## src/rtl/ttt_board_judge_if.sv

```systemverilog
// Handshake and result bundle between game control and the board judge.
interface ttt_board_judge_if;
    logic       start;
    logic [8:0] cell_valid;
    logic [8:0] cell_symbol;
    logic       busy;
    logic       done;
    logic       win;
    logic       winner_symbol;
    logic [2:0] win_line;
    logic       multi_win;
    logic       draw;

    // Game control side: issues requests, consumes results.
    modport master (
        output start, cell_valid, cell_symbol,
        input  busy, done, win, winner_symbol, win_line, multi_win, draw
    );

    // Judge side: samples the board, produces results.
    modport slave (
        input  start, cell_valid, cell_symbol,
        output busy, done, win, winner_symbol, win_line, multi_win, draw
    );
endinterface

```

## src/rtl/ttt_board_judge.sv

```systemverilog
// Tic-tac-toe board judge: snapshots the nine cells on start, scans the eight
// winning lines one per clock, then reports win/draw with a one-cycle done.
module ttt_board_judge #(
    parameter bit SCAN_ALL = 1'b1
) (
    input  logic             clk,
    input  logic             reset_n,
    ttt_board_judge_if.slave bus
);

    typedef enum logic [1:0] {IDLE, SCAN, REPORT} state_t;

    state_t     state, state_nx;
    logic [8:0] snap_v, snap_s;
    logic [2:0] line_idx;
    logic       acc_found, acc_sym, acc_multi;
    logic [2:0] acc_line;
    logic [3:0] ca, cb, cc;
    logic       line_hit;
    logic       scan_last;

    // Cell indices of the line currently under evaluation.
    always_comb begin
        ca = 4'd0;
        cb = 4'd0;
        cc = 4'd0;
        case (line_idx)
            3'd0: begin ca = 4'd0; cb = 4'd1; cc = 4'd2; end
            3'd1: begin ca = 4'd3; cb = 4'd4; cc = 4'd5; end
            3'd2: begin ca = 4'd6; cb = 4'd7; cc = 4'd8; end
            3'd3: begin ca = 4'd0; cb = 4'd3; cc = 4'd6; end
            3'd4: begin ca = 4'd1; cb = 4'd4; cc = 4'd7; end
            3'd5: begin ca = 4'd2; cb = 4'd5; cc = 4'd8; end
            3'd6: begin ca = 4'd0; cb = 4'd4; cc = 4'd8; end
            3'd7: begin ca = 4'd2; cb = 4'd4; cc = 4'd6; end
            default: begin ca = 4'd0; cb = 4'd0; cc = 4'd0; end
        endcase
    end

    // A line wins when all three cells are occupied by the same symbol.
    assign line_hit = snap_v[ca] & snap_v[cb] & snap_v[cc] &
                      (snap_s[ca] == snap_s[cb]) & (snap_s[cb] == snap_s[cc]);

    // Scan ends after line 7, or at the first win when early exit is allowed.
    assign scan_last = (line_idx == 3'd7) || (!SCAN_ALL && line_hit);

    // State register.
    always_ff @(posedge clk or negedge reset_n) begin
        if (!reset_n) state <= IDLE;
        else          state <= state_nx;
    end

    // Next-state logic.
    always_comb begin
        state_nx = state;
        case (state)
            IDLE:    if (bus.start) state_nx = SCAN;
            SCAN:    if (scan_last) state_nx = REPORT;
            REPORT:  state_nx = IDLE;
            default: state_nx = IDLE;
        endcase
    end

    // Snapshot, line accumulators and registered result outputs.
    always_ff @(posedge clk or negedge reset_n) begin
        if (!reset_n) begin
            snap_v            <= '0;
            snap_s            <= '0;
            line_idx          <= '0;
            acc_found         <= 1'b0;
            acc_sym           <= 1'b0;
            acc_line          <= '0;
            acc_multi         <= 1'b0;
            bus.busy          <= 1'b0;
            bus.done          <= 1'b0;
            bus.win           <= 1'b0;
            bus.winner_symbol <= 1'b0;
            bus.win_line      <= '0;
            bus.multi_win     <= 1'b0;
            bus.draw          <= 1'b0;
        end else begin
            bus.done <= 1'b0;
            case (state)
                IDLE: begin
                    if (bus.start) begin
                        snap_v    <= bus.cell_valid;
                        snap_s    <= bus.cell_symbol;
                        line_idx  <= '0;
                        acc_found <= 1'b0;
                        acc_sym   <= 1'b0;
                        acc_line  <= '0;
                        acc_multi <= 1'b0;
                        bus.busy  <= 1'b1;
                    end
                end
                SCAN: begin
                    line_idx <= line_idx + 3'd1;
                    if (line_hit) begin
                        if (!acc_found) begin
                            acc_found <= 1'b1;
                            acc_sym   <= snap_s[ca];
                            acc_line  <= line_idx;
                        end else if (SCAN_ALL) begin
                            acc_multi <= 1'b1;
                        end
                    end
                end
                REPORT: begin
                    bus.win           <= acc_found;
                    bus.winner_symbol <= acc_sym;
                    bus.win_line      <= acc_line;
                    bus.multi_win     <= acc_multi;
                    bus.draw          <= !acc_found && (snap_v == 9'h1FF);
                    bus.done          <= 1'b1;
                    bus.busy          <= 1'b0;
                end
                default: ;
            endcase
        end
    end

endmodule

```

## src/flat_wrapper.sv

```systemverilog
// flat-port wrapper written by rule: the top's interface ports become plain ports
module ttt_board_judge_flat 
#(
    parameter bit SCAN_ALL = 1'b1
)
  (clk, reset_n, bus_start, bus_cell_valid, bus_cell_symbol, bus_busy, bus_done, bus_win, bus_winner_symbol, bus_win_line, bus_multi_win, bus_draw);
  ttt_board_judge_if bus_i ();
  input  logic clk;
  input  logic reset_n;
  input wire logic [$bits(bus_i.start)-1:0] bus_start;
  input wire logic [$bits(bus_i.cell_valid)-1:0] bus_cell_valid;
  input wire logic [$bits(bus_i.cell_symbol)-1:0] bus_cell_symbol;
  output wire logic [$bits(bus_i.busy)-1:0] bus_busy;
  output wire logic [$bits(bus_i.done)-1:0] bus_done;
  output wire logic [$bits(bus_i.win)-1:0] bus_win;
  output wire logic [$bits(bus_i.winner_symbol)-1:0] bus_winner_symbol;
  output wire logic [$bits(bus_i.win_line)-1:0] bus_win_line;
  output wire logic [$bits(bus_i.multi_win)-1:0] bus_multi_win;
  output wire logic [$bits(bus_i.draw)-1:0] bus_draw;
  assign bus_i.start = bus_start;
  assign bus_i.cell_valid = bus_cell_valid;
  assign bus_i.cell_symbol = bus_cell_symbol;
  assign bus_busy = bus_i.busy;
  assign bus_done = bus_i.done;
  assign bus_win = bus_i.win;
  assign bus_winner_symbol = bus_i.winner_symbol;
  assign bus_win_line = bus_i.win_line;
  assign bus_multi_win = bus_i.multi_win;
  assign bus_draw = bus_i.draw;
  ttt_board_judge #(.SCAN_ALL(SCAN_ALL)) u_core (.clk(clk), .reset_n(reset_n), .bus(bus_i));
endmodule
```

## config.mk

```make
export PLATFORM = sky130hd
export DESIGN_NAME = ttt_board_judge_flat
export DESIGN_NICKNAME = d
export VERILOG_FILES = /design/src/rtl/ttt_board_judge_if.sv /design/src/rtl/ttt_board_judge.sv /design/src/flat_wrapper.sv
export SDC_FILE = /design/constraint.sdc
export NUM_CORES = 1
export LEC_CHECK = 0
export CAP_MARGIN = 20
export CORE_MARGIN = 4
export CORE_UTILIZATION = 52
export DETAILED_ROUTE_END_ITERATION = 7
export PLACE_DENSITY_LB_ADDON = 0.1
export SYNTH_ARGS = -nofsm -noshare
export SYNTH_HDL_FRONTEND = slang
export SYNTH_SLANG_ARGS = --single-unit
```

## constraint.sdc

```tcl
create_clock -name clk -period 3.6 [get_ports clk]
set_input_delay 0.72 -clock clk [delete_from_list [all_inputs] [get_ports clk]]
set_output_delay 0.72 -clock clk [all_outputs]
set_load 0.02 [all_outputs]
```

; ---- Word-level counts from Yosys, hierarchy flattened
; Memory sizes are Yosys's and may differ from the RTL's.
; Index checks and enable logic that the tools add are counted.
[word_totals]
romBits = 80
inputBits = 21
wordCells = 79
memories = 1
output_inout_bits = 9
reg_bits = 38
[memory_table]
columns = memory, depth, width, rd, rd_clocked_by_memory_dff, wr, line_no
row1 = (name not given), 8, 10, 1, 0, 0, ttt_board_judge.sv:27  ; case (line_idx)
[op_classes]
magnitude_cmp = 3
n_bitwise = 4
addsub = 1
eq_ne = 11
n_reduce_logical = 12
muxes = 32
[ops]
columns = op, count
row1 = $bmux W1 S4, 6
row2 = $lt A4 B5 Y1 const B, 3
row3 = $mux W1, 14
row4 = $pmux W3 S2, 2
row5 = $eq A9 B9 Y1 const B, 1
row6 = $mux W3, 3
row7 = $pmux W1 S2, 4
row8 = $reduce_and A2 Y1, 4
row9 = $reduce_and A4 Y1, 2
row10 = $ne A2 B1 Y1 const B, 3
row11 = $and A1 B1 Y1, 4
row12 = $mux W2, 2
row13 = $ne A2 B2 Y1 const B, 2
row14 = $pmux W2 S2, 1
row15 = $reduce_bool A2 Y1, 2
row16 = $add A3 B1 Y3 const B, 1
row17 = $eq A3 B3 Y1 const B, 1
row18 = $reduce_and A3 Y1, 1
row19 = $eq A1 B1 Y1, 2
row20 = $eq A2 B1 Y1 const B, 1
row21 = $eq A2 B2 Y1 const B, 1
row22 = $logic_not A2 Y1, 1
row23 = $logic_and A1 B1 Y1, 1
row24 = $logic_not A1 Y1, 1

; ---- Depth between registers and ports, before layout
; An unclocked memory read counts as a cell.
[depth]
depth_word = 9
mapped_depth = 11
depth_no_buf = 9

; ---- Least setup slack after synthesis
; Ideal clock, no wire load.
[synth_path]
path_kind = reg-to-reg
startpoint = reg u_core.line_idx[1]
endpoint = reg u_core.acc_line[0]
required_time_ns = 3.521
synth_period_minus_slack_ns = 2.863
n_path_buf = 2
path_stages_with_launch = 12
setup_time_ns = 0.079
slack_ns = 0.737
arrival_time_ns = 2.783
path_cell_list = dfrtp_1 > clkbuf_1 > inv_1 > ha_1 > buf_4 > mux2_4 > mux4_1 > mux2i_4 > and2_4 > mux2i_4 > nor3_4 > mux2i_1
[synth_between]
elab_chain_cells = 9
elab_cells_between_ends = 21
classes_between = eq/ne (3) / mux (12) / bitwise (4) / reduce/logical (1) / memory (1)
[synth_rtl]
columns = element, line_no
row1 = start: declaration, ttt_board_judge.sv:15  ; logic [2:0] line_idx;
row2 = start signal: assignment, ttt_board_judge.sv:97  ; line_idx <= line_idx + 3'd1;
row3 = $mem_v2 Z8 W10 (*), -
row4 = $bmux W1 S4, ttt_board_judge.sv:41  ; assign line_hit = snap_v[ca] & snap_v[cb] & snap_v[cc] &
row5 = $mux W1 (not written as such), ttt_board_judge.sv:41
row6 = $and A1 B1 Y1 (3 in series), ttt_board_judge.sv:41
row7 = $and A1 B1 Y1 (*), ttt_board_judge.sv:42  ; (snap_s[ca] == snap_s[cb]) & (snap_s[cb] == snap_s[cc]);
row8 = $ne A2 B1 Y1 (no source line) (*), -
row9 = $reduce_and A4 Y1 (no source line) (*), -
row10 = end signal: assignment, ttt_board_judge.sv:102  ; acc_line <= line_idx;
row11 = end: declaration, ttt_board_judge.sv:17  ; logic [2:0] acc_line;
; Mark *: on every way between the ends. The rest lies on a longest branch, timed or not. The select of a mux whose other input is x is not followed.
; A chain may end at the register's enable or synchronous reset.

; ---- Final worst setup path
[layout_path]
startpoint = reg u_core.line_idx[1]
endpoint = reg u_core.acc_sym
[layout_between]
elab_chain_cells = 9
elab_cells_between_ends = 24
classes_between = eq/ne (3) / mux (15) / bitwise (4) / reduce/logical (1) / memory (1)
[layout_rtl]
columns = element, line_no
row1 = $mem_v2 Z8 W10 (*), -
row2 = $bmux W1 S4, ttt_board_judge.sv:41
row3 = $mux W1 (not written as such), ttt_board_judge.sv:41
row4 = $and A1 B1 Y1 (3 in series), ttt_board_judge.sv:41
row5 = $and A1 B1 Y1, ttt_board_judge.sv:42
row6 = $ne A2 B1 Y1 (no source line), -
row7 = $reduce_and A4 Y1 (no source line), -
row8 = end signal: assignment, ttt_board_judge.sv:101  ; acc_sym <= snap_s[ca];
row9 = end: declaration, ttt_board_judge.sv:16  ; logic acc_found, acc_sym, acc_multi;
; Marked as above.

==> impl_metrics.csv <==
group,metric,value,unit
pwr,ir_drop,370,uV
critical_path,crit_chain,"inv_1, ha_1, mux2_4, mux4_1, mux2i_4, and2_4, mux2i_4, nor3_4, mux2i_1",
sta,setup_viol,0,
hold_path,hp-class,"reg -> reg",
yosys,synth-edff-count,0,
yosys,synth.distinct_cells,40,
finish,antennaDiodeCount,0,
global_route,grt_pass1_wl,8160,um
floorplan,rows,23,
floorplan,pin_count,30,
sta,slew_headroom,0.437,
floorplan,dieHeight,73.1,um
detailed_routing,firstDrtPassIters,4,
pwr,p_switching,1.04,mW
sta,fin_crit_sh,0.875,
yosys,syn_area,2200,sq um
pwr,power_density,979,nW/um^2
sta,rsz0062_at_grt,"no",
critical_path,cp-start-kind,"flop",
place,dp_slack,0.467,ns
yosys,synth_seq_cells,38,
yosys,syn_area_per_cell,10.2,sq um
global_route,track_usage,0.200,
pwr,finalPower,2.59,mW
sta,tightestPinTransition,0.845,ns
yosys,yosysSeqAreaShare,0.432,
outcome,status,"complete, no violations",
cts,clock_latency,0.29,ns
critical_path,r2r_end,"u_core.acc_sym$_DFFE_PN0P_",
global_route,grt_pass1_vias,1631,
sta,setup_slack,0.451,ns
finish,layout-drive-gt1-share,0.124,
finish,layout_commonest_cell,"nand2_1",
critical_path,critPathMostFrequentCell,"mux2i_4",
detailed_routing,vias,1667,
cts,cts.sinks,38,
yosys,yosysTopAreaCell,"dfrtp_1",
global_route,grt_antenna_before_repair,0,
critical_path,rr_worst_depth,9,
detailed_routing,wl_per_cell,16.3,um
yosys,ys.flop_type,"dfrtp_1",
critical_path,rrSetupSlack,0.45,ns
finish,layout.nets,269,
global_route,grt-ovfl-total,0,
cts,htreeDepth,2,
finish,fin_cells,292,
cts,numCtsBuffers,5,
yosys,async_reset_ff_frac,1.00,
pwr,leakage,1.20,nW
yosys,syn-instance-count,216,
place,portBuffers,29,
critical_path,cp_max_fo,8,
sta,skew,0.00579,ns
yosys,synth_top_area_frac,0.432,
floorplan,die_x,73.1,um
critical_path,cp.required,3.81,ns
detailed_routing,vias_per_cell,5.71,
place,gp_congestion,0.999,
cts,clkTransAtPathRegs,0.08,ns
place,dp_hpwl,3490,um
finish,syn2layout_area_growth,19.9,%
floorplan,core_area,4060,sq um
critical_path,critPathKind,"reg -> reg",
cts,cts_hold_buf,0,
job,drv_cap,0,
critical_path,critPathCaptureType,"flop",
yosys,yosys_warnings,0,
detailed_routing,drt_iter0_drc,203,
critical_path,critical_path_arrival,3.36,ns
global_route,grt_max_degree,39,
pwr,p_clk_frac,0.174,
sta,setup-tns-final,0,ns
cts,cts_resized,0,
cts,clock_path_buffers,2,
pwr,netSwitchingFraction,0.401,
cts,cts_tree,"yes",
place,post-place-cells,284,
critical_path,worst_path_largest_cell_delay,0.62,ns
finish,final_cell_mix,"nand2_1, dfrtp_1, clkdlybuf4s50_1",
critical_path,r2r-start,"u_core.line_idx[1]$_DFFE_PN0P_",
pwr,p_seq_frac,0.314,
sta,slew_violations,0,
yosys,synth_fp_nets,244,
finish,nFillCells,319,
hold_path,min_path_cells,2,
floorplan,start_util,0.543,
sta,timing_hold_violations_final,0,
critical_path,slowest_stage,"mux4_1",
sta,period_minus_slack,3.15,ns
detailed_routing,route.detailed.drc,0,
detailed_routing,routed_wl,4770,um
cts,cts_root_buf,"clkbuf_8",
floorplan,die_area,5340,sq um
cts,cts_setup_buffers,0,
detailed_routing,antenna_left,0,
sta,max_freq,318,MHz
yosys,yosys-top-cells-area,"dfrtp_1, nand2_1, mux2i_1",
pwr,power_frac_comb,0.512,
pwr,p_int,1.55,mW
hold_path,whs_endpoint,"u_core.bus.busy$_DFFE_PN0P_",
hold_path,min_from,"u_core.bus.busy$_DFFE_PN0P_",
[through the flow]
step            util  hold WS, ns  instance area, sq um
2_1_floorplan      -        0.424                  2200
3_3_place_gp   0.616        0.458                  2500
3_5_place_dp   0.616        0.466                  2500
4_1_cts        0.651        0.487                  2640
5_1_grt        0.651        0.505                  2640
6_report       0.651        0.482                  2640
[synth_stat cells, types with 2 or more instances]
cell	number
mux4_2	5
nand3_1	4
a31oi_1	2
mux2i_1	12
mux2i_4	2
a21oi_1	3
dfrtp_1	38
mux2_2	10
nand2b_1	4
inv_1	4
ha_1	7
a22o_1	2
a211oi_1	2
nor2_1	7
o21ai_0	4
nor2b_1	3
mux4_1	3
nand2_1	73
clkbuf_1	9
nor4_1	2
[layout make-up]
| cell class | instances | area (sq um) | area share |
|---|---|---|---|
| Inverter | 4 | 15.0 | 0.00568 |
| Sequential cell | 38 | 951 | 0.360 |
| Clock buffer | 6 | 82.6 | 0.0313 |
| Timing Repair Buffer | 29 | 285 | 0.108 |
| Tap cell | 50 | 62.6 | 0.0237 |
| Multi-Input combinational cell | 163 | 1180 | 0.449 |
| Clock inverter | 2 | 60.1 | 0.0227 |
[worst max path at each step]
stage / slack, ns / depth (start not counted) / from / to
2_1_floorplan: 0.74 / 11 / u_core.line_idx[1]$_DFFE_PN0P_ / u_core.acc_line[0]$_DFFE_PN0P_
3_3_place_gp: 0.64 / 9 / u_core.line_idx[1]$_DFFE_PN0P_ / u_core.acc_line[1]$_DFFE_PN0P_
3_5_place_dp: 0.47 / 9 / u_core.line_idx[1]$_DFFE_PN0P_ / u_core.acc_sym$_DFFE_PN0P_
4_1_cts: 0.45 / 9 / u_core.line_idx[1]$_DFFE_PN0P_ / u_core.acc_sym$_DFFE_PN0P_
5_1_grt: 0.12 / 9 / u_core.line_idx[1]$_DFFE_PN0P_ / u_core.acc_sym$_DFFE_PN0P_
6_report: 0.45 / 9 / u_core.line_idx[1]$_DFFE_PN0P_ / u_core.acc_sym$_DFFE_PN0P_
[state kept, by name (all words and copies together), names as in the netlist, 2 cells and up]
signal               flops
u_core.snap_s            9
u_core.snap_v            9
u_core.acc_line          3
u_core.bus.win_line      3
u_core.line_idx          3
u_core.state             2
[power by group through the flow]
stage	clock, mW	combinational (mW)	sequential, mW
global route	0.475	1.42	0.840
detailed placement	0	1.32	0.815
CTS	0.455	1.33	0.806
floorplan	0	1.10	0.732
finish	0.450	1.32	0.810
global placement	0	1.27	0.807
[critical path: cells and delay by family (launching register included)]
kind                     cells  cell delay (ns)
multiplexers                 5             1.42
buffers and inverters        1             0.23
flip-flops                   1             0.52
adder cells (fa/ha/maj)      1             0.43
AND/OR/NAND/NOR              2             0.47
[cell families after synthesis]
group,after synthesis,synth area share
adder cells (fa/ha/maj),7,0.0397
multiplexers,33,0.220
flip-flops,38,0.432
AND/OR/NAND/NOR,101,0.202
buffers and inverters,15,0.0307
AO/OA/AOI/OAI,22,0.0767
[layer usage]
metal,share of wire,GRT usage
met5,0,0
met4,0.012,0.0635
met1,0.46,0.276
met2,0.48,0.315
met3,0.053,0.0399
(Power assumes the default switching activity.)
